File: config.mk
export PLATFORM = sky130hd
export DESIGN_NAME = sdram_traffic_gen
export DESIGN_NICKNAME = d
export VERILOG_FILES = /design/src/rtl/sdram_tg_pkg.sv /design/src/rtl/sdram_tg_prng.sv /design/src/rtl/sdram_traffic_gen.sv
export SDC_FILE = /design/constraint.sdc
export NUM_CORES = 1
export LEC_CHECK = 0
export ABC_AREA = 1
export CORE_UTILIZATION = 45
export CTS_CLUSTER_DIAMETER = 50
export DETAILED_ROUTE_END_ITERATION = 10
export PLACE_DENSITY = 0.71
export SETUP_SLACK_MARGIN = 0.5
export SLEW_MARGIN = 20
export SYNTH_ARGS = -nofsm -noshare
export SYNTH_HDL_FRONTEND = slang
export SYNTH_SLANG_ARGS = --single-unit
File: constraint.sdc
create_clock -name clk_i -period 2.9 [get_ports clk_i]
set_clock_uncertainty 0.05 [all_clocks]
set_input_delay 0.58 -clock clk_i [delete_from_list [all_inputs] [get_ports clk_i]]
set_output_delay 0.58 -clock clk_i [all_outputs]
set_load 0.02 [all_outputs]
File: src/rtl/sdram_tg_pkg.sv
// rtl/sdram_tg_pkg.sv - shared types and helpers for the SDRAM traffic generator
// Purpose: FSM state type, run-mode constants and the xorshift32 step used by
// both the write-data and expected-data generators. No ports.
package sdram_tg_pkg;

  typedef enum logic [3:0] {
    ST_IDLE,
    ST_WR,
    ST_LANE_WR,
    ST_RD,
    ST_WAIT_RV,
    ST_BWR,
    ST_BRD,
    ST_DRAIN,
    ST_DONE
  } tg_state_t;

  localparam logic MODE_INTERLEAVED = 1'b0;
  localparam logic MODE_BLOCK       = 1'b1;

  function automatic logic [31:0] xorshift32(input logic [31:0] x);
    logic [31:0] y;
    y = x ^ (x << 13);
    y = y ^ (y >> 17);
    y = y ^ (y << 5);
    return y;
  endfunction

endpackage

File: src/rtl/sdram_tg_prng.sv
// rtl/sdram_tg_prng.sv - seeded xorshift32 register with load and advance
// Ports: clk_i/rst_ni clock and async active-low reset; load_i reloads SEED
// (wins over adv_i); adv_i steps the generator once; state_o is the current value.
module sdram_tg_prng
  import sdram_tg_pkg::*;
#(
  parameter logic [31:0] SEED = 32'hACE12345
) (
  input  logic        clk_i,
  input  logic        rst_ni,
  input  logic        load_i,
  input  logic        adv_i,
  output logic [31:0] state_o
);

  logic [31:0] state_q, state_d;

  always_comb begin
    state_d = state_q;
    if (load_i) begin
      state_d = SEED;
    end else if (adv_i) begin
      state_d = xorshift32(state_q);
    end
  end

  always_ff @(posedge clk_i or negedge rst_ni) begin
    if (!rst_ni) begin
      state_q <= SEED;
    end else begin
      state_q <= state_d;
    end
  end

  assign state_o = state_q;

endmodule

File: src/rtl/sdram_traffic_gen.sv
// rtl/sdram_traffic_gen.sv - write/read traffic generator and checker for the SDRAM controller port
// Ports: start_i/mode_i/lane_test_i run control; addr_o/write_data_o/wr_o/rd_o
// request with rdy_i acceptance; rvalid_i/read_data_i in-order read returns;
// busy_o/done_o/pass_o/err_count_o/first_err_addr_o/proto_err_o run results.
module sdram_traffic_gen
  import sdram_tg_pkg::*;
#(
  parameter int unsigned           ADDR_WIDTH      = 32,
  parameter int unsigned           DATA_WIDTH      = 32,
  parameter int unsigned           NUM_WORDS       = 1024,
  parameter logic [ADDR_WIDTH-1:0] BASE_ADDR       = '0,
  parameter int unsigned           MAX_OUTSTANDING = 4,
  parameter logic [31:0]           SEED            = 32'hACE12345
) (
  input  logic                    clk_i,
  input  logic                    rst_ni,
  input  logic                    start_i,
  input  logic                    mode_i,
  input  logic                    lane_test_i,
  output logic [ADDR_WIDTH-1:0]   addr_o,
  output logic [DATA_WIDTH-1:0]   write_data_o,
  output logic [DATA_WIDTH/8-1:0] wr_o,
  output logic                    rd_o,
  input  logic                    rdy_i,
  input  logic                    rvalid_i,
  input  logic [DATA_WIDTH-1:0]   read_data_i,
  output logic                    busy_o,
  output logic                    done_o,
  output logic                    pass_o,
  output logic [15:0]             err_count_o,
  output logic [ADDR_WIDTH-1:0]   first_err_addr_o,
  output logic                    proto_err_o
);

  localparam int unsigned           NB        = DATA_WIDTH / 8;
  localparam int unsigned           IDXW      = (NUM_WORDS > 1) ? $clog2(NUM_WORDS) : 1;
  localparam logic [IDXW-1:0]       LAST_IDX  = IDXW'(NUM_WORDS - 1);
  localparam logic [3:0]            MAX_OUT   = 4'(MAX_OUTSTANDING);
  localparam logic [ADDR_WIDTH-1:0] ADDR_STEP = ADDR_WIDTH'(NB);

  tg_state_t             state_q, state_d;
  logic                  lane_q;
  logic [IDXW-1:0]       idx_q;
  logic [ADDR_WIDTH-1:0] req_addr_q, cmp_addr_q, first_q;
  logic [3:0]            out_q;
  logic [15:0]           err_q;
  logic                  proto_q;

  logic [31:0]           wgen_state, egen_state;
  logic [DATA_WIDTH-1:0] wdata, exp_word, lane_mask;
  logic [NB-1:0]         lane_be;
  logic [1:0]            lane_sel;
  logic                  start_ok, wr_acc, rd_acc, rv_ok, last_word, wgen_adv;

  assign start_ok  = start_i && (state_q == ST_IDLE || state_q == ST_DONE);
  assign wr_acc    = (wr_o != '0) && rdy_i;
  assign rd_acc    = rd_o && rdy_i;
  // A return only counts when a read is actually owed; anything else is a protocol error.
  assign rv_ok     = rvalid_i && (out_q != '0) && (state_q inside {ST_WAIT_RV, ST_BRD, ST_DRAIN});
  assign last_word = (idx_q == LAST_IDX);
  assign wgen_adv  = (state_q == ST_WAIT_RV && rv_ok) || (state_q == ST_BWR && wr_acc);

  sdram_tg_prng #(.SEED(SEED)) u_wgen (
    .clk_i(clk_i), .rst_ni(rst_ni), .load_i(start_ok), .adv_i(wgen_adv), .state_o(wgen_state)
  );
  sdram_tg_prng #(.SEED(SEED)) u_egen (
    .clk_i(clk_i), .rst_ni(rst_ni), .load_i(start_ok), .adv_i(rv_ok), .state_o(egen_state)
  );

  assign wdata    = wgen_state[DATA_WIDTH-1:0];
  assign lane_sel = 2'(32'(idx_q) % NB);
  assign lane_be  = NB'(1) << lane_sel;

  // Expected data after a lane-merge write: the merged lane holds the inverted byte.
  always_comb begin
    lane_mask = '0;
    for (int l = 0; l < NB; l++) begin
      if (lane_be[l]) lane_mask[8*l +: 8] = 8'hFF;
    end
  end
  assign exp_word = egen_state[DATA_WIDTH-1:0] ^ (lane_q ? lane_mask : '0);

  always_ff @(posedge clk_i or negedge rst_ni) begin
    if (!rst_ni) begin
      state_q <= ST_IDLE;
    end else begin
      state_q <= state_d;
    end
  end

  always_comb begin
    state_d = state_q;
    unique case (state_q)
      ST_IDLE, ST_DONE: if (start_i) state_d = (mode_i == MODE_BLOCK) ? ST_BWR : ST_WR;
      ST_WR:            if (wr_acc) state_d = lane_q ? ST_LANE_WR : ST_RD;
      ST_LANE_WR:       if (wr_acc) state_d = ST_RD;
      ST_RD:            if (rd_acc) state_d = ST_WAIT_RV;
      ST_WAIT_RV:       if (rv_ok) state_d = last_word ? ST_DONE : ST_WR;
      ST_BWR:           if (wr_acc && last_word) state_d = ST_BRD;
      ST_BRD:           if (rd_acc && last_word) state_d = ST_DRAIN;
      ST_DRAIN:         if (out_q == '0) state_d = ST_DONE;
      default:          state_d = ST_IDLE;
    endcase
  end

  always_comb begin
    addr_o       = '0;
    write_data_o = '0;
    wr_o         = '0;
    rd_o         = 1'b0;
    case (state_q)
      ST_WR, ST_BWR: begin
        addr_o       = req_addr_q;
        write_data_o = wdata;
        wr_o         = '1;
      end
      ST_LANE_WR: begin
        addr_o       = req_addr_q;
        write_data_o = ~wdata;
        wr_o         = lane_be;
      end
      ST_RD: begin
        addr_o = req_addr_q;
        rd_o   = 1'b1;
      end
      // Address stays on the bus while throttled so the next read is ready to go.
      ST_BRD: begin
        addr_o = req_addr_q;
        rd_o   = (out_q < MAX_OUT);
      end
      default: ;
    endcase
  end

  assign busy_o           = !(state_q == ST_IDLE || state_q == ST_DONE);
  assign done_o           = (state_q == ST_DONE);
  assign pass_o           = done_o && (err_q == '0) && !proto_q;
  assign err_count_o      = err_q;
  assign first_err_addr_o = first_q;
  assign proto_err_o      = proto_q;

  always_ff @(posedge clk_i or negedge rst_ni) begin
    if (!rst_ni) begin
      lane_q     <= 1'b0;
      idx_q      <= '0;
      req_addr_q <= '0;
      cmp_addr_q <= '0;
      first_q    <= '0;
      out_q      <= '0;
      err_q      <= '0;
      proto_q    <= 1'b0;
    end else begin
      out_q <= out_q + 4'(rd_acc) - 4'(rv_ok);
      if (rvalid_i && !rv_ok) proto_q <= 1'b1;

      if (start_ok) begin
        lane_q     <= lane_test_i && (mode_i == MODE_INTERLEAVED);
        idx_q      <= '0;
        req_addr_q <= BASE_ADDR;
        cmp_addr_q <= BASE_ADDR;
        first_q    <= '0;
        err_q      <= '0;
        proto_q    <= 1'b0;
      end

      // Request-side word index: per compare in interleaved mode, per accept in block mode.
      if ((state_q == ST_WAIT_RV && rv_ok) || (state_q == ST_BWR && wr_acc) ||
          (state_q == ST_BRD && rd_acc)) begin
        if (state_q == ST_BWR && last_word) begin
          idx_q      <= '0;
          req_addr_q <= BASE_ADDR;
        end else if (!last_word) begin
          idx_q      <= idx_q + 1'b1;
          req_addr_q <= req_addr_q + ADDR_STEP;
        end
      end

      if (rv_ok) begin
        cmp_addr_q <= cmp_addr_q + ADDR_STEP;
        if (read_data_i != exp_word) begin
          if (err_q == '0) first_q <= cmp_addr_q;
          if (err_q != 16'hFFFF) err_q <= err_q + 16'd1;
        end
      end
    end
  end

endmodule

==> After elaboration in Yosys (flattened, before gate mapping) <==
Cells that the tools add are included.
W data, S select, Z words.
{ "classes": {"magnitude_cmp": 1, "shifts": 1, "reduce_logical": 34, "n_addsub": 6, "bitwise": 9, "n_mux": 45, "n_eq_ne": 19} }
{ "op_table": {"columns": ["operator", "count"], "rows": [
  ["$mux W32", 16],
  ["$xor A32 B32 Y32", 5],
  ["$add A32 B3 Y32 const B", 2],
  ["$mux W16", 4],
  ["$pmux W32 S2", 1],
  ["$xor A32 B15 Y32", 2],
  ["$mux W10", 4],
  ["$mux W4", 9],
  ["$mux W8", 4],
  ["$ne A32 B32 Y1", 1],
  ["$not A32 Y32", 1],
  ["$pmux W4 S8", 1],
  ["$add A16 B1 Y16 const B", 1],
  ["$eq A4 B3 Y1 const B", 4],
  ["$logic_not A16 Y1", 1],
  ["$ne A16 B16 Y1 const B", 1],
  ["$logic_and A1 B1 Y1", 15],
  ["$add A10 B1 Y10 const B", 1],
  ["$eq A10 B10 Y1 const B", 1],
  ["$ne A2 B2 Y1 const B", 5],
  ["$eq A4 B2 Y1 const B", 2],
  ["$logic_not A4 Y1", 2],
  ["$pmux W4 S2", 1],
  ["$reduce_and A8 Y1", 1],
  ["18 further kinds", 30]
]} }
{ "totals": {"elab_cells": 126, "ff_bits": 196, "output_inout_bits": 121} }

==> Depth between registers and ports, before layout <==
Gate-level depths: netlist (run 1).
{ "logic_depth": {"ltp_word": 9, "ltp_mapped": 16} }

==> Hierarchy <==
Synthesis (run 1) repeated with hierarchy kept, for this count alone.
{ "unflattened": {"cells_unflattened": 2336, "hier_area_um2": 14625.3} }
{ "modules_own_cells": {"columns": ["module", "instances", "cells_each", "area_each_um2"], "rows": [
  ["sdram_traffic_gen", 1, 1686, 10306.1],
  ["sdram_tg_prng", 2, 325, 2159.6]
]} }

==> Least setup slack after synthesis (run 1) <==
Ideal clock, no wire load.
{ "synth_path": {"kind": "register -> register", "startpoint": "register out_q[2]", "endpoint": "register out_q[2]", "path_slack_ns": 0.371, "t_arrival_ns": 2.356, "stages_incl_launch_ff": 14, "period_less_slack_ns": 2.529, "t_required_ns": 2.727, "path_cell_list": "dfrtp_1 inv_1 ha_1 nand2_1 nand4_2 inv_2 buf_2 buf_1 ha_1 inv_1 ha_1 inv_1 fa_1 xnor2_1"} }
{ "synth_via": {"elab_chain_cells": 5} }
{ "synth_lines": {"columns": ["element", "line", "source"], "rows": [
  ["from (decl)", "sdram_traffic_gen.sv:45", "logic [3:0] out_q;"],
  ["from (signal assigned)", "sdram_traffic_gen.sv:153", "out_q <= out_q + 4'(rd_acc) - 4'(rv_ok);"],
  ["$lt A4 B3 Y1", "sdram_traffic_gen.sv:129", "rd_o = (out_q < MAX_OUT);"],
  ["$pmux W1 S2", "sdram_traffic_gen.sv:111", "case (state_q)"],
  ["$logic_and A1 B1 Y1", "sdram_traffic_gen.sv:57", "assign rd_acc = rd_o && rdy_i;"],
  ["$add A4 B1 Y4", "sdram_traffic_gen.sv:153", null],
  ["$sub A4 B1 Y4 *", "sdram_traffic_gen.sv:153", null]
]} }
Mark *: on every way between the ends. The rest lies on a longest branch, timed or not.
A chain may end at the register's enable or synchronous reset.

==> Worst setup path in the final report (run 1) <==
{ "layout_path": {"startpoint": "register state_q[0]", "endpoint": "output addr_o[16]"} }
{ "layout_via": {"elab_chain_cells": 3} }
{ "layout_lines": {"columns": ["element", "line", "source"], "rows": [
  ["from (decl)", "sdram_traffic_gen.sv:41", "tg_state_t state_q, state_d;"],
  ["from (signal assigned)", "sdram_traffic_gen.sv:87", "state_q <= state_d;"],
  ["$eq A4 B3 Y1, or another cell as far along", "sdram_traffic_gen.sv:111", null],
  ["$reduce_or A5 Y1 (no source line) *", null, null],
  ["$mux W32 *", "sdram_traffic_gen.sv:111", null],
  ["to (decl)", "sdram_traffic_gen.sv:20", "output logic [ADDR_WIDTH-1:0] addr_o,"]
]} }
Marked as above.

==> flow_metrics.env, run 1 <==
export IMPL_status="complete, no violations"
export IMPL_clock_latency_ns=0.45
export IMPL_cts_tree="yes"
export IMPL_post_synth_top_count_cell="nand2_1"
export IMPL_cts_root_buf="clkbuf_16"
export IMPL_synth_area_um2=13600
export IMPL_track_usage=0.265
export IMPL_gp_congestion=0.933
export IMPL_seqPwrFrac=0.235
export IMPL_crit_type="flip-flop to output pin"
export IMPL_start_util=0.458
export IMPL_area_growth_syn_to_layout_pct=32.9
export IMPL_first_pass_iters=5
export IMPL_gr_total_overflow=0
export IMPL_rsz0062_at_grt="yes"
export IMPL_yosys_area_top_type="dfrtp_1"
export IMPL_async_reset_ff_frac=1.00
export IMPL_cp_slowest_cell="dfrtp_2"
export IMPL_arrival_ns=2.17
export IMPL_p_switching_w=0.00807
export IMPL_die_w_um=176
export IMPL_synth_commonest_cells="nand2_1 (626), inv_1 (250), nand3_1 (216)"
export IMPL_min_period_over_period=0.964
export IMPL_critical_path_top_delay_family="buffers and inverters"
export IMPL_r2r_start="state_q[0]$_DFFE_PN0P_"
export IMPL_startpoint="state_q[0]$_DFFE_PN0P_"
export IMPL_num_nets_final=2261
export IMPL_ys_ff_latch=194
export IMPL_core_um2=29700
export IMPL_grt_pass1_vias=13200
export IMPL_period_needed_ns=2.80
export IMPL_p_int_w=0.00927
export IMPL_cp_end_kind="output pin"
export IMPL_fin_tns_setup_ns=0
export IMPL_route_antenna_remaining_nets=0
export IMPL_maxSlewViolCount=0
export IMPL_synth_cell_types=48
export IMPL_ioPinCount=160
export IMPL_ys_seq_area_frac=0.359
export IMPL_yosys_warnings=0
export IMPL_rr_worst_depth=17
export IMPL_cts_buffers=17
export IMPL_min_path_type="input pin to asynchronous set/reset pin"
export IMPL_insertedDiodeCount=0
export IMPL_powerDensity_nw_per_um2=958
export IMPL_hold_viol=0
export IMPL_avgSynthCellArea_um2=6.84
export IMPL_drive_gt1_frac=0.194
export IMPL_vias_per_cell=5.36
export IMPL_holdBufCountCts=0
export IMPL_required_ns=2.27
export IMPL_clk_pin_slew_ns=0.09
export IMPL_synth_cells=1992
export IMPL_cts_htree_levels=4
export IMPL_portBuffers=159
export IMPL_start_kind="flip-flop"
export IMPL_synth_area_leaders="dfrtp_1 (31%), nand2_1 (17%), nand3_1 (7.9%), inv_1 (6.9%), xnor2_1 (5.9%)"
export IMPL_drt_iter0_drc=981
export IMPL_num_rows=63
export IMPL_post_drt_wl_per_cell_um=16.4
export IMPL_clk_path_buf_depth=2
export IMPL_comb_power_share=0.628
export IMPL_clkPwrFrac=0.137
export IMPL_cp_common_cell="buf_6"
export IMPL_drc=0
export IMPL_maxCapViolCount=0
export IMPL_ys_flop_type="dfrtp_1"
export IMPL_fp_dieArea_um2=31000
export IMPL_syn_num_nets=2045
export IMPL_grt_pass1_wl_mm=66.3
export IMPL_synth_top_cell_area_share=0.305
export IMPL_r2r_end="req_addr_q[8]$_DFF_PN0_"
export IMPL_cts_sinks=194
export IMPL_p_leak_nw=8.91
export IMPL_max_stage_delay_ns=0.42
export IMPL_max_freq_ghz=0.358
export IMPL_crit_chain="buf_6 > inv_4 > nand2_4 > nor2_4 > buf_6 > nor4b_4 > buf_4 > buf_16 > buf_6 > nor2_1 > buf_2"
export IMPL_report_final_setup_viol=0
export IMPL_ff2ff_setup_slack_ns=0.38
export IMPL_grt_max_degree=74
export IMPL_final_core_util=0.609
export IMPL_dieHeight_um=176
export IMPL_wl_mm=42.8
export IMPL_final_area_um2=18100
export IMPL_swShare=0.465
export IMPL_worstPathMaxFanout=5
export IMPL_dp_hpwl_mm=26.4
export IMPL_post_dp_cell_area_um2=15700
export IMPL_synth_edf_count=0
export IMPL_tightestPinTransition_ns=0.643
export IMPL_antenna_found_initial=0
export IMPL_vdd_drop_max_uv=482
export IMPL_critPathBufInv=7
export IMPL_vias=14000
export IMPL_max_slew_margin=0.571
export IMPL_power_w=0.0173
## power groups by stage
stage               Combinational (W)  Sequential (W)  Clock (W)
finish                         0.0109         0.00407    0.00238
global route                   0.0116         0.00414    0.00251
CTS                           0.00938         0.00402    0.00242
detailed placement            0.00787         0.00407          0
global placement              0.00771         0.00404          0
floorplan                     0.00553         0.00395          0
## cells by family after synthesis
group | Yosys count | share of synthesized area
flops | 194 | 0.359
buf+inv | 343 | 0.101
compound gates | 183 | 0.0748
mux | 1 | 0.000735
simple gates | 1079 | 0.337
fa+ha+maj | 14 | 0.0134
xor+xnor | 178 | 0.114
## what timing repair did
item,4_1_cts,5_1_grt
gates resized for setup,540,200
setup buffers,48,23
pin swaps,11,10
cloned,7,6
setup endpoints to repair,193,202
## area by class of cell
| type | count | area [µm²] |
|---|---|---|
| Sequential cell | 194 | 4900 |
| Clock buffer | 19 | 433 |
| Inverter | 259 | 990 |
| Multi-Input combinational cell | 1455 | 8060 |
| Clock inverter | 13 | 141 |
| Tap cell | 390 | 488 |
| Fill cell | 2603 | 11600 |
| Timing Repair Buffer | 281 | 3090 |
## through the flow
step	std cells	hold slack [ns]	setup WS, ns
finish	2611	0.0895	0.105
global route	2611	0.127	0.0720
CTS	2582	0.120	0.151
detailed placement	2495	0.431	0.103
global placement	2495	0.421	0.0962
floorplan	1992	0.234	0.533
## per-layer routing
layer / track usage / part of all wire / vias up
li1: - / - / 6772
met1: 0.336 / 0.42 / 6638
met2: 0.466 / 0.50 / 490
met3: 0.0394 / 0.053 / 93
met4: 0.0743 / 0.027 / 0
met5: 0 / 0 / -
## registers in the layout, summed over array words and instances, names as in the netlist, 4 cells and up
signal	cells
first_err_addr_o	32
req_addr_q	32
u_egen.state_o	32
u_wgen.state_o	32
cmp_addr_q	30
err_count_o	16
idx_q	10
out_q	4
state_q	4
## layout by cell type, fill, tap and decap left out, drive strengths merged, types with 6 or more instances in the layout
cell type      count
nand2            630
inv              264
nand3            217
buf              189
dfrtp            166
nor2             137
xnor2             92
o21ai             87
xor2              86
clkdlybuf4s50     86
nand4             47
a21oi             40
nor3              36
o22ai             35
dfstp             28
clkbuf            25
ha                13
a22oi              8
clkinv             6
## worst max-delay path by stage
stage	end	slack, ns	depth (start not counted)
2_1_floorplan	out_q[2]$_DFF_PN0_	0.53	13
3_3_place_gp	pass_o	0.1	7
5_1_grt	addr_o[16]	0.07	11
3_5_place_dp	addr_o[27]	0.10	9
4_1_cts	addr_o[25]	0.15	10
6_report	addr_o[16]	0.10	11
(Power assumes the default switching activity.)
==> run 2: changes to the inputs <==
--- a/config.mk
+++ b/config.mk
@@ -7,6 +7,7 @@
 export LEC_CHECK = 0
 export ABC_AREA = 1
 export CORE_UTILIZATION = 45
+export CTS_BUF_LIST = sky130_fd_sc_hd__clkbuf_4 sky130_fd_sc_hd__clkbuf_8 sky130_fd_sc_hd__clkbuf_16
 export CTS_CLUSTER_DIAMETER = 50
 export DETAILED_ROUTE_END_ITERATION = 10
 export PLACE_DENSITY = 0.71
==> flow_metrics.env, run 2 (synthesis results as in run 1) <==
export IMPL_cts_tree="yes"
export IMPL_portBuffers=159
export IMPL_first_pass_iters=5
export IMPL_final_area_um2=18100
export IMPL_area_growth_syn_to_layout_pct=33.0
export IMPL_post_drt_wl_per_cell_um=16.4
export IMPL_arrival_ns=2.16
export IMPL_max_freq_ghz=0.358
export IMPL_rsz0062_at_grt="yes"
export IMPL_num_nets_final=2261
export IMPL_cts_sinks=194
export IMPL_hold_viol=0
export IMPL_die_w_um=176
export IMPL_drive_gt1_frac=0.195
export IMPL_crit_type="flip-flop to output pin"
export IMPL_clock_latency_ns=0.45
export IMPL_vias=14000
export IMPL_dp_hpwl_mm=26.4
export IMPL_cts_buffers=17
export IMPL_clk_path_buf_depth=2
export IMPL_num_rows=63
export IMPL_fin_cells=2611
export IMPL_min_period_over_period=0.963
export IMPL_maxSlewViolCount=0
export IMPL_ioPinCount=160
export IMPL_mostFrequentLayoutCells="nand2_1 (579), inv_1 (235), nand3_1 (212)"
export IMPL_vdd_drop_max_uv=482
export IMPL_gp_congestion=0.933
export IMPL_start_util=0.458
export IMPL_cts_htree_levels=4
export IMPL_wl_mm=42.8
export IMPL_grt_pass1_vias=13200
export IMPL_post_dp_cell_area_um2=15700
export IMPL_required_ns=2.27
export IMPL_fp_dieArea_um2=31000
export IMPL_clk_pin_slew_ns=0.09
export IMPL_power_w=0.0174
export IMPL_antenna_found_initial=0
export IMPL_track_usage=0.265
export IMPL_p_leak_nw=8.92
export IMPL_placedCellCount=2495
export IMPL_maxCapViolCount=0
export IMPL_max_slew_margin=0.573
export IMPL_status="complete, no violations"
export IMPL_fin_tns_setup_ns=0
export IMPL_drt_iter0_drc=957
export IMPL_cp_end_kind="output pin"
export IMPL_min_path_type="input pin to asynchronous set/reset pin"
export IMPL_vias_per_cell=5.36
export IMPL_grt_pass1_wl_mm=66.3
export IMPL_gr_total_overflow=0
export IMPL_route_antenna_remaining_nets=0
export IMPL_layout_commonest_cell="nand2_1"
export IMPL_cts_root_buf="clkbuf_16"
export IMPL_report_final_setup_viol=0
export IMPL_core_um2=29700
export IMPL_grt_max_degree=74
export IMPL_period_needed_ns=2.79
export IMPL_tightestPinTransition_ns=0.640
export IMPL_fill_cells=2601
export IMPL_start_kind="flip-flop"
export IMPL_powerDensity_nw_per_um2=959
export IMPL_worstPathMaxFanout=5
export IMPL_dieHeight_um=176
export IMPL_drc=0
export IMPL_insertedDiodeCount=0
[run 2: cell counts in the layout (fill, tap and decap cells not counted)]
No cell type changed its count.
[run 2: final timing paths]
path | startpoint | end | slack, ns | cells after the start
worst max-delay path | state_q[0]$_DFFE_PN0P_ | addr_o[16] | 0.11 | 11
worst min-delay path | rst_ni | req_addr_q[16]$_DFF_PN0_ | 0.09 | 1
worst max register to register | state_q[0]$_DFFE_PN0P_ | req_addr_q[30]$_DFF_PN0_ | 0.38 | 17
worst min register to register | req_addr_q[0]$_DFFE_PN0P_ | req_addr_q[0]$_DFFE_PN0P_ | 0.46 | 2
max in group asynchronous | rst_ni | u_egen.state_o[13]$_DFFE_PN1P_ | 1.88 | 2
min in group clk_i | req_addr_q[0]$_DFFE_PN0P_ | req_addr_q[0]$_DFFE_PN0P_ | 0.46 | 2
[run 2: layer usage]
layer | track usage | vias up | share of wire
met5 | 0 | - | 0
met4 | 0.0743 | 0 | 0.027
met3 | 0.0394 | 96 | 0.055
met2 | 0.466 | 495 | 0.50
met1 | 0.335 | 6642 | 0.41
li1 | - | 6770 | -
[run 2: area by class of cell]
class,count,area (µm²),share of cell area
Timing Repair Buffer,281,3090,0.171
Inverter,259,990,0.0547
Multi-Input combinational cell,1455,8060,0.445
Sequential cell,194,4900,0.271
Clock inverter,13,141,0.00781
Tap cell,390,488,0.0269
Clock buffer,19,440,0.0243
[run 2: timing repair]
action / CTS / global route
hold buffers: 0 / 0
gates resized for setup: 540 / 200
gates cloned: 7 / 6
pin swaps: 11 / 10
buffers inserted: 48 / 23
endpoints found under the setup margin: 193 / 202
[run 2: power by group]
| group | switching [W] | internal (W) | total (W) |
|---|---|---|---|
| Sequential | 0.000673 | 0.00339 | 0.00407 |
| Combinational | 0.00617 | 0.00473 | 0.0109 |
| Clock | 0.00123 | 0.00117 | 0.00240 |
| Total | 0.00807 | 0.00929 | 0.0174 |
[run 2: worst max-delay path, cell delays in order (launching register included)]
cell	delay (ns)
dfrtp_2	0.42
buf_6	0.12
inv_4	0.04
nand2_4	0.08
nor2_4	0.04
buf_6	0.11
nor4b_4	0.28
buf_4	0.20
buf_16	0.13
buf_6	0.11
nor2_1	0.03
buf_2	0.15
[run 2: stage by stage]
step / worst slack [ns] / hold WS, ns / utilization
floorplan: 0.533 / 0.234 / -
global placement: 0.0962 / 0.421 / 0.530
detailed placement: 0.103 / 0.431 / 0.530
CTS: 0.151 / 0.120 / 0.576
global route: 0.0720 / 0.127 / 0.609
finish: 0.109 / 0.0905 / 0.609
